==> config.mk <==
export PLATFORM = sky130hd
export DESIGN_NAME = dm_access_arbiter
export DESIGN_NICKNAME = d
export VERILOG_FILES = /design/src/rtl/dm_arb_pkg.sv /design/src/rtl/rr_arb2.sv /design/src/rtl/dm_access_arbiter.sv
export SDC_FILE = /design/constraint.sdc
export NUM_CORES = 1
export LEC_CHECK = 0
export BUFFER_PORTS_ARGS = -buffer_cell sky130_fd_sc_hd__buf_2
export CORE_ASPECT_RATIO = 0.9
export CORE_UTILIZATION = 40
export DETAILED_ROUTE_END_ITERATION = 7
export PLACE_DENSITY = 0.78
export SYNTH_ARGS = -nofsm -noshare
export SYNTH_HDL_FRONTEND = slang
export SYNTH_SLANG_ARGS = --single-unit
==> constraint.sdc <==
create_clock -name clk -period 2.6 [get_ports clk]
set_input_delay 0.26 -clock clk [delete_from_list [all_inputs] [get_ports clk]]
set_output_delay 0.26 -clock clk [all_outputs]
set_load 0.02 [all_outputs]
==> src/rtl/dm_arb_pkg.sv <==
`default_nettype none
// ============================================================================
// Package : dm_arb_pkg
// Shared widths and FSM state encoding for the data-memory access arbiter.
// Rev     : 1.0
// ============================================================================
package dm_arb_pkg;

    localparam int ADDR_W = 7;
    localparam int DATA_W = 8;

    typedef enum logic [1:0] {
        IDLE = 2'd0,
        OWN0 = 2'd1,
        OWN1 = 2'd2
    } arb_state_t;

endpackage : dm_arb_pkg
`default_nettype wire

==> src/rtl/rr_arb2.sv <==
`default_nettype none
// ============================================================================
// Module : rr_arb2
// Two-way round-robin pick: on a tie, the requester not granted last wins.
// Rev    : 1.0
// ============================================================================
module rr_arb2 (
    input  logic [1:0] req,
    input  logic       last_grant,
    output logic [1:0] gnt
);

    always_comb begin
        gnt = req;
        if (req == 2'b11) begin
            gnt = last_grant ? 2'b01 : 2'b10;
        end
    end

endmodule : rr_arb2
`default_nettype wire

==> src/rtl/dm_access_arbiter.sv <==
`default_nettype none
// ============================================================================
// Module : dm_access_arbiter
// Arbitrates SPI-slave (r0) and host (r1) accesses onto one synchronous-read
// data memory, with lock bursts bounded by a starvation guard.
// Rev    : 1.0
// ============================================================================
module dm_access_arbiter
    import dm_arb_pkg::*;
#(
    parameter int LOCK_MAX = 16
) (
    input  logic              clk,
    input  logic              reset_n,

    input  logic              r0_req,
    input  logic              r0_we,
    input  logic [ADDR_W-1:0] r0_addr,
    input  logic [DATA_W-1:0] r0_wdata,
    input  logic              r0_lock,
    output logic              r0_gnt,
    output logic              r0_rvalid,

    input  logic              r1_req,
    input  logic              r1_we,
    input  logic [ADDR_W-1:0] r1_addr,
    input  logic [DATA_W-1:0] r1_wdata,
    input  logic              r1_lock,
    output logic              r1_gnt,
    output logic              r1_rvalid,

    output logic [DATA_W-1:0] rdata,

    output logic [ADDR_W-1:0] dm_addr,
    output logic [DATA_W-1:0] dm_din,
    output logic              dm_we,
    input  logic [DATA_W-1:0] dm_dout
);

    localparam int                C_CNT_W     = $clog2(LOCK_MAX + 1);
    // The acquiring grant in IDLE is the first of the LOCK_MAX owner grants.
    localparam logic [C_CNT_W-1:0] C_CNT_LIMIT = C_CNT_W'(LOCK_MAX - 1);

    arb_state_t         r_state;
    logic               r_last_grant;
    logic [C_CNT_W-1:0] r_cnt;
    logic               r_rvalid0;
    logic               r_rvalid1;

    logic [1:0]         w_rr_gnt;
    logic [1:0]         w_gnt;
    logic [C_CNT_W-1:0] w_cnt_inc;
    logic               w_cnt_hit;

    rr_arb2 u_rr_arb2 (
        .req        ({r1_req, r0_req}),
        .last_grant (r_last_grant),
        .gnt        (w_rr_gnt)
    );

    always_comb begin
        w_gnt = 2'b00;
        case (r_state)
            IDLE: w_gnt = w_rr_gnt;
            OWN0: begin
                if (r0_req)      w_gnt = 2'b01;
                else if (r1_req) w_gnt = 2'b10;
            end
            OWN1: begin
                if (r1_req)      w_gnt = 2'b10;
                else if (r0_req) w_gnt = 2'b01;
            end
            default: w_gnt = 2'b00;
        endcase
        // Keep the memory port quiet while reset is held, even with live requests.
        if (!reset_n) begin
            w_gnt = 2'b00;
        end
    end

    assign w_cnt_inc = r_cnt + C_CNT_W'(1);
    assign w_cnt_hit = (w_cnt_inc == C_CNT_LIMIT);

    always_comb begin
        dm_addr = '0;
        dm_din  = '0;
        dm_we   = 1'b0;
        if (w_gnt[0]) begin
            dm_addr = r0_addr;
            dm_din  = r0_wdata;
            dm_we   = r0_we;
        end else if (w_gnt[1]) begin
            dm_addr = r1_addr;
            dm_din  = r1_wdata;
            dm_we   = r1_we;
        end
    end

    always_ff @(posedge clk or negedge reset_n) begin
        if (!reset_n) begin
            r_state      <= IDLE;
            r_last_grant <= 1'b1;
            r_cnt        <= '0;
            r_rvalid0    <= 1'b0;
            r_rvalid1    <= 1'b0;
        end else begin
            r_rvalid0 <= w_gnt[0] & ~r0_we;
            r_rvalid1 <= w_gnt[1] & ~r1_we;
            if (|w_gnt) begin
                r_last_grant <= w_gnt[1];
            end
            case (r_state)
                IDLE: begin
                    r_cnt <= '0;
                    if (w_gnt[0] && r0_lock)      r_state <= OWN0;
                    else if (w_gnt[1] && r1_lock) r_state <= OWN1;
                end
                OWN0: begin
                    if (!r0_lock) begin
                        r_state <= IDLE;
                        r_cnt   <= '0;
                    end else if (!r1_req) begin
                        r_cnt <= '0;
                    end else if (w_gnt[0]) begin
                        if (w_cnt_hit) begin
                            r_state <= IDLE;
                            r_cnt   <= '0;
                        end else begin
                            r_cnt <= w_cnt_inc;
                        end
                    end
                end
                OWN1: begin
                    if (!r1_lock) begin
                        r_state <= IDLE;
                        r_cnt   <= '0;
                    end else if (!r0_req) begin
                        r_cnt <= '0;
                    end else if (w_gnt[1]) begin
                        if (w_cnt_hit) begin
                            r_state <= IDLE;
                            r_cnt   <= '0;
                        end else begin
                            r_cnt <= w_cnt_inc;
                        end
                    end
                end
                default: begin
                    r_state <= IDLE;
                    r_cnt   <= '0;
                end
            endcase
        end
    end

    assign r0_gnt    = w_gnt[0];
    assign r1_gnt    = w_gnt[1];
    assign r0_rvalid = r_rvalid0;
    assign r1_rvalid = r_rvalid1;
    assign rdata     = dm_dout;

endmodule : dm_access_arbiter
`default_nettype wire

**Word-level counts from Yosys, hierarchy flattened**

Cells that the tools add are included.

- Add/subtract/negate cells: 1
- Reduce and logical (&&, ||, !) cells: 6
- Eq/ne operators: 11
- Muxes and demuxes: 32
- Bitwise logic cells: 4

Operator list:

| cell | count |
|---|---|
| $mux 5 | 7 |
| $mux 2 | 15 |
| $mux 8 | 2 |
| $ne 3x3->1 const B | 5 |
| $mux 7 | 2 |
| $pmux 2 s3 | 2 |
| $pmux 5 s2 | 1 |
| $ne 4x4->1 const B | 2 |
| $add 5x1->5 const B | 1 |
| $eq 5x4->1 const B | 1 |
| $reduce_and 5->1 | 1 |
| $eq 2x2->1 const B | 2 |
| $mux 1 | 3 |
| $and 1x1->1 | 2 |
| $eq 2x1->1 const B | 1 |
| $logic_and 1x1->1 | 2 |
| $logic_not 2->1 | 1 |
| $not 1->1 | 2 |
| $reduce_and 2->1 | 1 |
| $reduce_or 2->1 | 1 |

- Output and inout port bits: 28
- Register bits after elaboration: 10
- Logic and storage cells: 59
- Input bits: 46

**Logic depth before layout (Yosys ltp)**

Gate-level depths: netlist (run 1).

- Depth after elaboration: 8
- Gate-level depth with buffers: 8
- Gate-level depth less buffers: 7

**By module**

A second synthesis (run 1) with hierarchy kept.

- Cells, all modules: 132
- Area total of the unflattened synthesis: 1063.5 um2

Modules (own cells, without submodules):

| module | area an instance (um2) | cells an instance | instances |
|---|---|---|---|
| dm_access_arbiter | 1044.8 | 129 | 1 |
| rr_arb2 | 18.8 | 3 | 1 |

**Worst setup path after synthesis (run 1)**

No wires, ideal clock.

- Kind: reg-to-output
- Start: reg r_state[0]
- End: out dm_addr[0]
- Setup slack: 575 ps
- Stages on the path, launching flop included: 9
- Data required time: 2340 ps
- Arrival time: 1765 ps
- Cells stage by stage: dfrtp_1 inv_1 ha_1 nand2_2 a2111oi_4 and2b_1 buf_6 buf_12 a22o_2

- Elaborated cells on any way between the ends: 7
- Classes of those cells: 2 x eq/ne; 4 x mux; 1 x reduce/logical

RTL lines:

| item | line | RTL |
|---|---|---|
| start, declared | dm_access_arbiter.sv:44 | `arb_state_t r_state;` |
| start signal, assigned | dm_access_arbiter.sv:101 | `r_state <= IDLE;` |
| start signal, assigned | dm_access_arbiter.sv:115 | `if (w_gnt[0] && r0_lock) r_state <= OWN0;` |
| start signal, assigned | dm_access_arbiter.sv:116 | `else if (w_gnt[1] && r1_lock) r_state <= OWN1;` |
| $eq 2x2->1, or another cell as far along | dm_access_arbiter.sv:63 | `case (r_state)` |
| $pmux 2 s3 (*) | dm_access_arbiter.sv:63 |  |
| $mux 2 (*) | dm_access_arbiter.sv:76 | `if (!reset_n) begin` |
| via r0_gnt | dm_access_arbiter.sv:21 | `output logic r0_gnt,` |
| $mux 7 (*) | dm_access_arbiter.sv:88 | `if (w_gnt[0]) begin` |
| end, declared | dm_access_arbiter.sv:34 | `output logic [ADDR_W-1:0] dm_addr,` |

Mark *: on every way through the listed nets, which the timed path passes. The rest lies on a longest branch.

**Worst setup path in the final report (run 1)**

- Start: reg r_state[0]
- End: out dm_addr[5]

- Word-level cells in the longest chain between the ends: 5
- Elaborated cells on any way between the ends: 7
- Classes of those cells: 2 x eq/ne; 4 x mux; 1 x reduce/logical

RTL lines:

| item | line | RTL |
|---|---|---|
| $eq 2x2->1, or another cell as far along | dm_access_arbiter.sv:63 |  |
| $pmux 2 s3 (*) | dm_access_arbiter.sv:63 |  |
| $mux 2 (*) | dm_access_arbiter.sv:76 |  |
| $mux 7 | dm_access_arbiter.sv:92 | `end else if (w_gnt[1]) begin` |
| $mux 7 (*) | dm_access_arbiter.sv:88 |  |

Every way passes the cells marked *; elsewhere a longest branch is shown, timed or not.

==> impl_metrics.toml, run 1 <==
[setup_path]
critical_path_class = "reg -> out"
worstRegToRegCells = 6
cp_cell_sequence = "inv_1 > ha_2 > nand2_2 > a2111oi_4 > and2b_2 > a22o_2 > buf_2"
critical_path_arrival_ns = 2.22
cp_num_cells = 7
critical_path_buf_inv_count = 2
cp-end-kind = "output port"
crit_required_ns = 2.34
cp_max_fo = 9
startpoint_type = "flop"
crit_family = "compound AO/OA/AOI/OAI gates"
max_stage_delay_ns = 0.44
slowest_stage = "a2111oi_4"

[sta]
tns_ns = 0
max-slew-margin-rel_pct = 54.19
skew_ns = 0.0006628
hold_viol = 0
post-route-min-period_ns = 2.481
rsz0062_at_grt = "yes"
period_share_pct = 95.44
worstMarginPinSlew_ns = 0.6783
max_freq_mhz = 403.0
finalSetupViolations = 0
slew_viol_final = 0

[global_route]
grt_pass1_wl_microns = 4319
grt_max_degree = 20
overflow = 0
grt.total_usage_pct = 19.49
grt_antenna_before_repair = 0
grt_pass1_vias = 1024

[layout]
multi_input_area_sq_um = 673.1
layout.nets = 224
final_area_sq_um = 1363
syn2layout_area_growth_pct = 30.73
nFillCells = 220
diodes = 0
drive_gt1_share_pct = 47.37
regArea_sq_um = 251.5

[synth]
syn-cell-area_sq_um = 1042
synth_area_per_cell_sq_um = 8.985
yosysUniqueCellTypes = 43
synth-main-ff-cell = "dfrtp_1"
synthMuxAreaShare_pct = 0
ys_seq_area_share_pct = 24.13
synth_top_family_by_area = "compound AO/OA/AOI/OAI gates"
synth-async-reset-ratio_pct = 100.0
synthXorXnorAreaFrac_pct = 0
synthSimpleGateAreaFrac_pct = 23.17
synth_edf_count = 0
synth_fa_ha_area_share_pct = 7.203
synth_nets = 168
synthCells = 116
ys_ff_latch = 10
synth_compound_area_share_pct = 32.41
yosysWarnings = 0

[detailed_routing]
via_per_inst = 5.789
wl_microns = 2925
drc = 0
num_vias = 1152
drt_iter0_markers = 51
postRouteAntennaNets = 0
dr.pass1.iters = 4
wire_per_inst_microns = 14.70

[hold_path]
hold_path_class = "in -> reg"
whs_path_depth = 2

[die]
core_area_sq_um = 2467
core.rowCount = 17
start_util_pct = 42.24
die_x_microns = 55.81
pin_count = 74
dieArea_sq_um = 2814
dieHeight_microns = 50.43

[clocking]
cts_tree = "done"
cts_root_buf = "clkbuf_4"
clockBufferDepth = 2
numCtsBuffers = 3
insertion_delay_ns = 0.27
clk_pin_slew_worst_paths_ns = 0.06
clock_sinks = 10
htree_levels = 1

[power]
total_leakage_power_nw = 0.7055
power_frac_clock_pct = 13.8
seqPwrFrac_pct = 21.4
power_density_nw_per_um2 = 753.4
p_switching_mw = 0.4690
internal_power_mw = 0.5576
ir_drop_mv = 0.6772
switching_share_pct = 45.69
p_comb_share_pct = 64.8

[run]
drv_cap = 0

[placement]
place_area_sq_um = 1260
dpl.hpwl_microns = 2180
routabilityCongestion = 0.9109
portBuffers = 57

[status]
status = "completed"
==> logic make-up after synthesis <==
| logic type | Yosys count |
|---|---|
| DFF | 10 |
| and+or+nand+nor | 40 |
| AOI/OAI and AO/OA | 40 |
| adders and majority gates | 6 |
| buffers and inverters | 20 |
==> metrics by stage <==
stage	std cells	utilization, %	hold WS (ns)	total power, mW	setup slack [ns]
2_1_floorplan	116	-	-0.03559	0.7059	0.5746
3_3_place_gp	190	51.06	0.1609	0.7995	0.2865
3_5_place_dp	190	51.06	0.1592	0.8197	0.1545
4_1_cts	196	53.40	0.1483	0.9693	0.02650
5_1_grt	199	55.22	0.1485	1.097	-0.008227
6_report	199	55.22	0.1503	1.027	0.1187
==> Yosys cell counts (2+ instances only) <==
library cell / number / area (sq um)
nor2_1: 5 / 18.77
and3_1: 3 / 18.77
a22o_1: 11 / 96.34
a22oi_1: 2 / 15.01
inv_1: 8 / 30.03
nand3b_1: 2 / 15.01
dfrtp_1: 9 / 225.2
o21ai_0: 5 / 25.02
buf_4: 8 / 60.06
a22o_2: 7 / 70.07
nand3_1: 6 / 30.03
nand2_1: 7 / 26.28
buf_6: 2 / 22.52
ha_1: 6 / 75.07
nor4bb_1: 2 / 20.02
a21oi_1: 3 / 15.01
a211o_1: 3 / 26.28
and2b_1: 2 / 15.01
==> area by class of cell <==
class / count / share of cell area [%]
multi-input combinational: 87 / 49.40
timing repair buffer: 61 / 24.43
sequential: 10 / 18.46
clock buffer: 4 / 2.663
tap: 28 / 2.571
inverter: 9 / 2.479
==> timing repair <==
item / 4_1_cts / 5_1_grt
endpoints found under the setup margin: 17 / 17
endpoints found under the hold margin: 9 / 0
buffers inserted: 0 / 2
hold buffers: 2 / 0
gates cloned: 0 / 1
pin swaps: 0 / 1
resized for setup: 1 / 4
==> per-layer routing <==
metal  vias to the layer above  GRT usage (%)  routed length [microns]  part of all wire, %
li1                        542              -                        -                    -
met1                       552          20.92                     1195                   41
met2                        49          36.14                     1472                   50
met3                         9          7.216                      228                  7.8
met4                         0          5.000                       29                 0.99
met5                         -              0                        0                    0
==> path summary, 6_finish.rpt <==
path	endpoint	from	slack, ns
min reg2reg	r_last_grant	r_last_grant	0.51
max in group asynchronous	r0_rvalid	reset_n	1.19
max reg2reg	r_state[1]	r_state[1]	0.60
max	dm_addr[5]	r_state[0]	0.12
min	r1_rvalid	r1_we	0.15
min in group asynchronous	r_last_grant	reset_n	0.53
==> power by group through the flow <==
| stage | registers [mW] | clock network (mW) | logic, mW |
|---|---|---|---|
| after global routing | 0.223 | 0.157 | 0.717 |
| after CTS | 0.219 | 0.147 | 0.603 |
| final | 0.220 | 0.142 | 0.665 |
| after global placement | 0.218 | 0 | 0.581 |
| after floorplan | 0.219 | 0 | 0.487 |
| after detailed placement | 0.221 | 0 | 0.599 |
==> placed cells by master, fill, tap and decap left out, drive strengths merged, types with 2 or more instances in the layout <==
cell / instances
a211o: 3
nor4bb: 2
nand3: 6
nor2: 6
dlygate4sd3: 2
inv: 9
nor2b: 2
dfrtp: 9
buf: 59
ha: 6
a21oi: 3
nand2: 8
o21ai: 5
clkbuf: 4
and3: 3
a22o: 18
and2b: 3
a22oi: 2
nand3b: 2
==> registers in the layout, indices dropped and copies added, names as in the netlist <==
name          flops
r1_rvalid         1
r0_rvalid         1
r_last_grant      1
r_cnt             5
r_state           2
Power figures use the tool's default switching activity.
==> inputs of run 2 (changes only) <==
==> constraint.sdc (replaced) <==
create_clock -name clk -period 3 [get_ports clk]
set_input_delay 0.15 -clock clk [delete_from_list [all_inputs] [get_ports clk]]
set_output_delay 0.15 -clock clk [all_outputs]
set_load 0.02 [all_outputs]
==> run 2 against run 1 <==
Compared with the run above:
- setup slack better by 0.23 ns
- critical path depth unchanged
- sequential power decreased by 14%
- via count fell by 6.4%
- clock power decreased by 15%
- register-to-register slack better by 0.30 ns
- largest power group unchanged
==> impl_metrics.toml, run 2 (synthesis gave the netlist of run 1 again) <==
[status]
status = "completed"

[die]
die_x_microns = 55.81
dieArea_sq_um = 2814
core.rowCount = 17
core_area_sq_um = 2467
dieHeight_microns = 50.43
start_util_pct = 42.24
pin_count = 74

[sta]
finalSetupViolations = 0
max_freq_mhz = 376.9
post-route-min-period_ns = 2.653
fin_ws_ns = 0.3468
max-slew-margin-rel_pct = 62.25
worstMarginPinSlew_ns = 0.5589
skew_ns = 0.006944
period_share_pct = 88.44
tns_ns = 0
fin_hold_ws_ns = 0.04510
rsz0062_at_grt = "no"
hold_viol = 0
slew_viol_final = 0

[clocking]
clock_sinks = 10
cts_root_buf = "clkbuf_4"
insertion_delay_ns = 0.27
cts_resized = 0
numCtsBuffers = 3
clockBufferDepth = 2
htree_levels = 1
postCtsSetupRepairBufs = 0
cts_tree = "done"
clk_pin_slew_worst_paths_ns = 0.07

[setup_path]
setup.worst_path.start = "r_state[0]"
critPathCapture = "dm_addr[2]"
cp-end-kind = "output port"
worst_r2r_startpoint = "r_state[0]"
reg2reg_slack_ns = 0.90
cp_max_fo = 19
critical_path_arrival_ns = 2.50
crit_required_ns = 2.85
worstRegToRegCells = 6
reg2reg_to = "r0_rvalid"
startpoint_type = "flop"
critical_path_class = "reg -> out"

[global_route]
grt_max_degree = 20
grt_pass1_vias = 973
grt_antenna_before_repair = 0
overflow = 0
grt_pass1_wl_microns = 4360
grt.total_usage_pct = 20.13

[detailed_routing]
drt_iter0_markers = 18
wl_microns = 2683
dr.pass1.iters = 6
via_per_inst = 5.528
wire_per_inst_microns = 13.76
num_vias = 1078
postRouteAntennaNets = 0
drc = 0

[layout]
top_regs = "r_cnt: 5 flops, r_state: 2 flops"
regArea_sq_um = 251.5
final_util_pct = 52.94
largest_register_ffs = 5
drive_gt1_share_pct = 44.91
diodes = 0
final_cell_mix = "57 x buf_2, 11 x a22o_1, 9 x dfrtp_1"
layout.nets = 220
syn2layout_area_growth_pct = 25.33
largest_register = "r_cnt"
nFillCells = 237
multi_input_area_sq_um = 654.4
final_common_cell = "buf_2"

[placement]
dp_slack_ns = 0.6449
portBuffers = 57
routabilityCongestion = 0.9258
dpl.hpwl_microns = 2206

[power]
total_leakage_power_nw = 0.6845
ir_drop_mv = 0.4257
totalPowerFinal_mw = 0.8297
power_density_nw_per_um2 = 635.2

[hold_path]
whs_path_depth = 2
hold_path_class = "in -> reg"

[run]
drv_cap = 0
-- run 2: changes by cell type in the layout (fill, tap and decap cells not counted), sizes merged --
cell	change
dlygate4sd3	-1
and2b	-1
buf	-2
-- run 2: final cells by class --
class	count	area share, %
Inverter	9	2.586
Timing Repair Buffer	58	22.61
Sequential cell	10	19.25
Tap cell	28	2.682
Multi-Input combinational cell	86	50.10
Clock buffer	4	2.778
-- run 2: power by group --
group	switching, mW	internal (mW)	total (mW)
combinational	0.310	0.209	0.520
sequential	0.0242	0.165	0.189
clock	0.0469	0.0737	0.121
total	0.382	0.448	0.830
-- run 2: how the worst min path moves through the flow --
stage | from | endpoint | slack, ns
6_report | r1_we | r1_rvalid | 0.05
5_1_grt | r1_we | r1_rvalid | 0.04
4_1_cts | r1_we | r1_rvalid | 0.03
3_5_place_dp | reset_n | r_cnt[1] | 0.05
3_3_place_gp | reset_n | r_cnt[1] | 0.05
2_1_floorplan | reset_n | r0_rvalid | -0.15
-- run 2: worst max-delay path, cell delays in order (launching register included) --
cell	delay (ns)
dfrtp_1	0.40
inv_1	0.13
ha_1	0.26
nand2_2	0.10
a2111oi_4	0.38
and2b_1	0.55
a22o_2	0.25
buf_2	0.15
-- run 2: what timing repair did --
action | in CTS | in global routing
hold buffers | 1 | 0
hold endpoints to repair | 9 | 0
setup endpoints to repair | 0 | 0
-- run 2: per-stage QoR --
step	cell area, sq um	cells
3_5_place_dp	1260	190
3_3_place_gp	1260	190
5_1_grt	1306	195
4_1_cts	1306	195
6_report	1306	195
2_1_floorplan	1042	116
-- run 2: routing by layer --
metal	routed length, microns	vias up	track usage, %	share of wire (%)
met2	1357	48	35.34	51
met1	1061	487	22.13	40
met4	34	0	9.167	1.3
li1	-	535	-	-
met5	0	-	0	0
met3	229	8	6.701	8.5
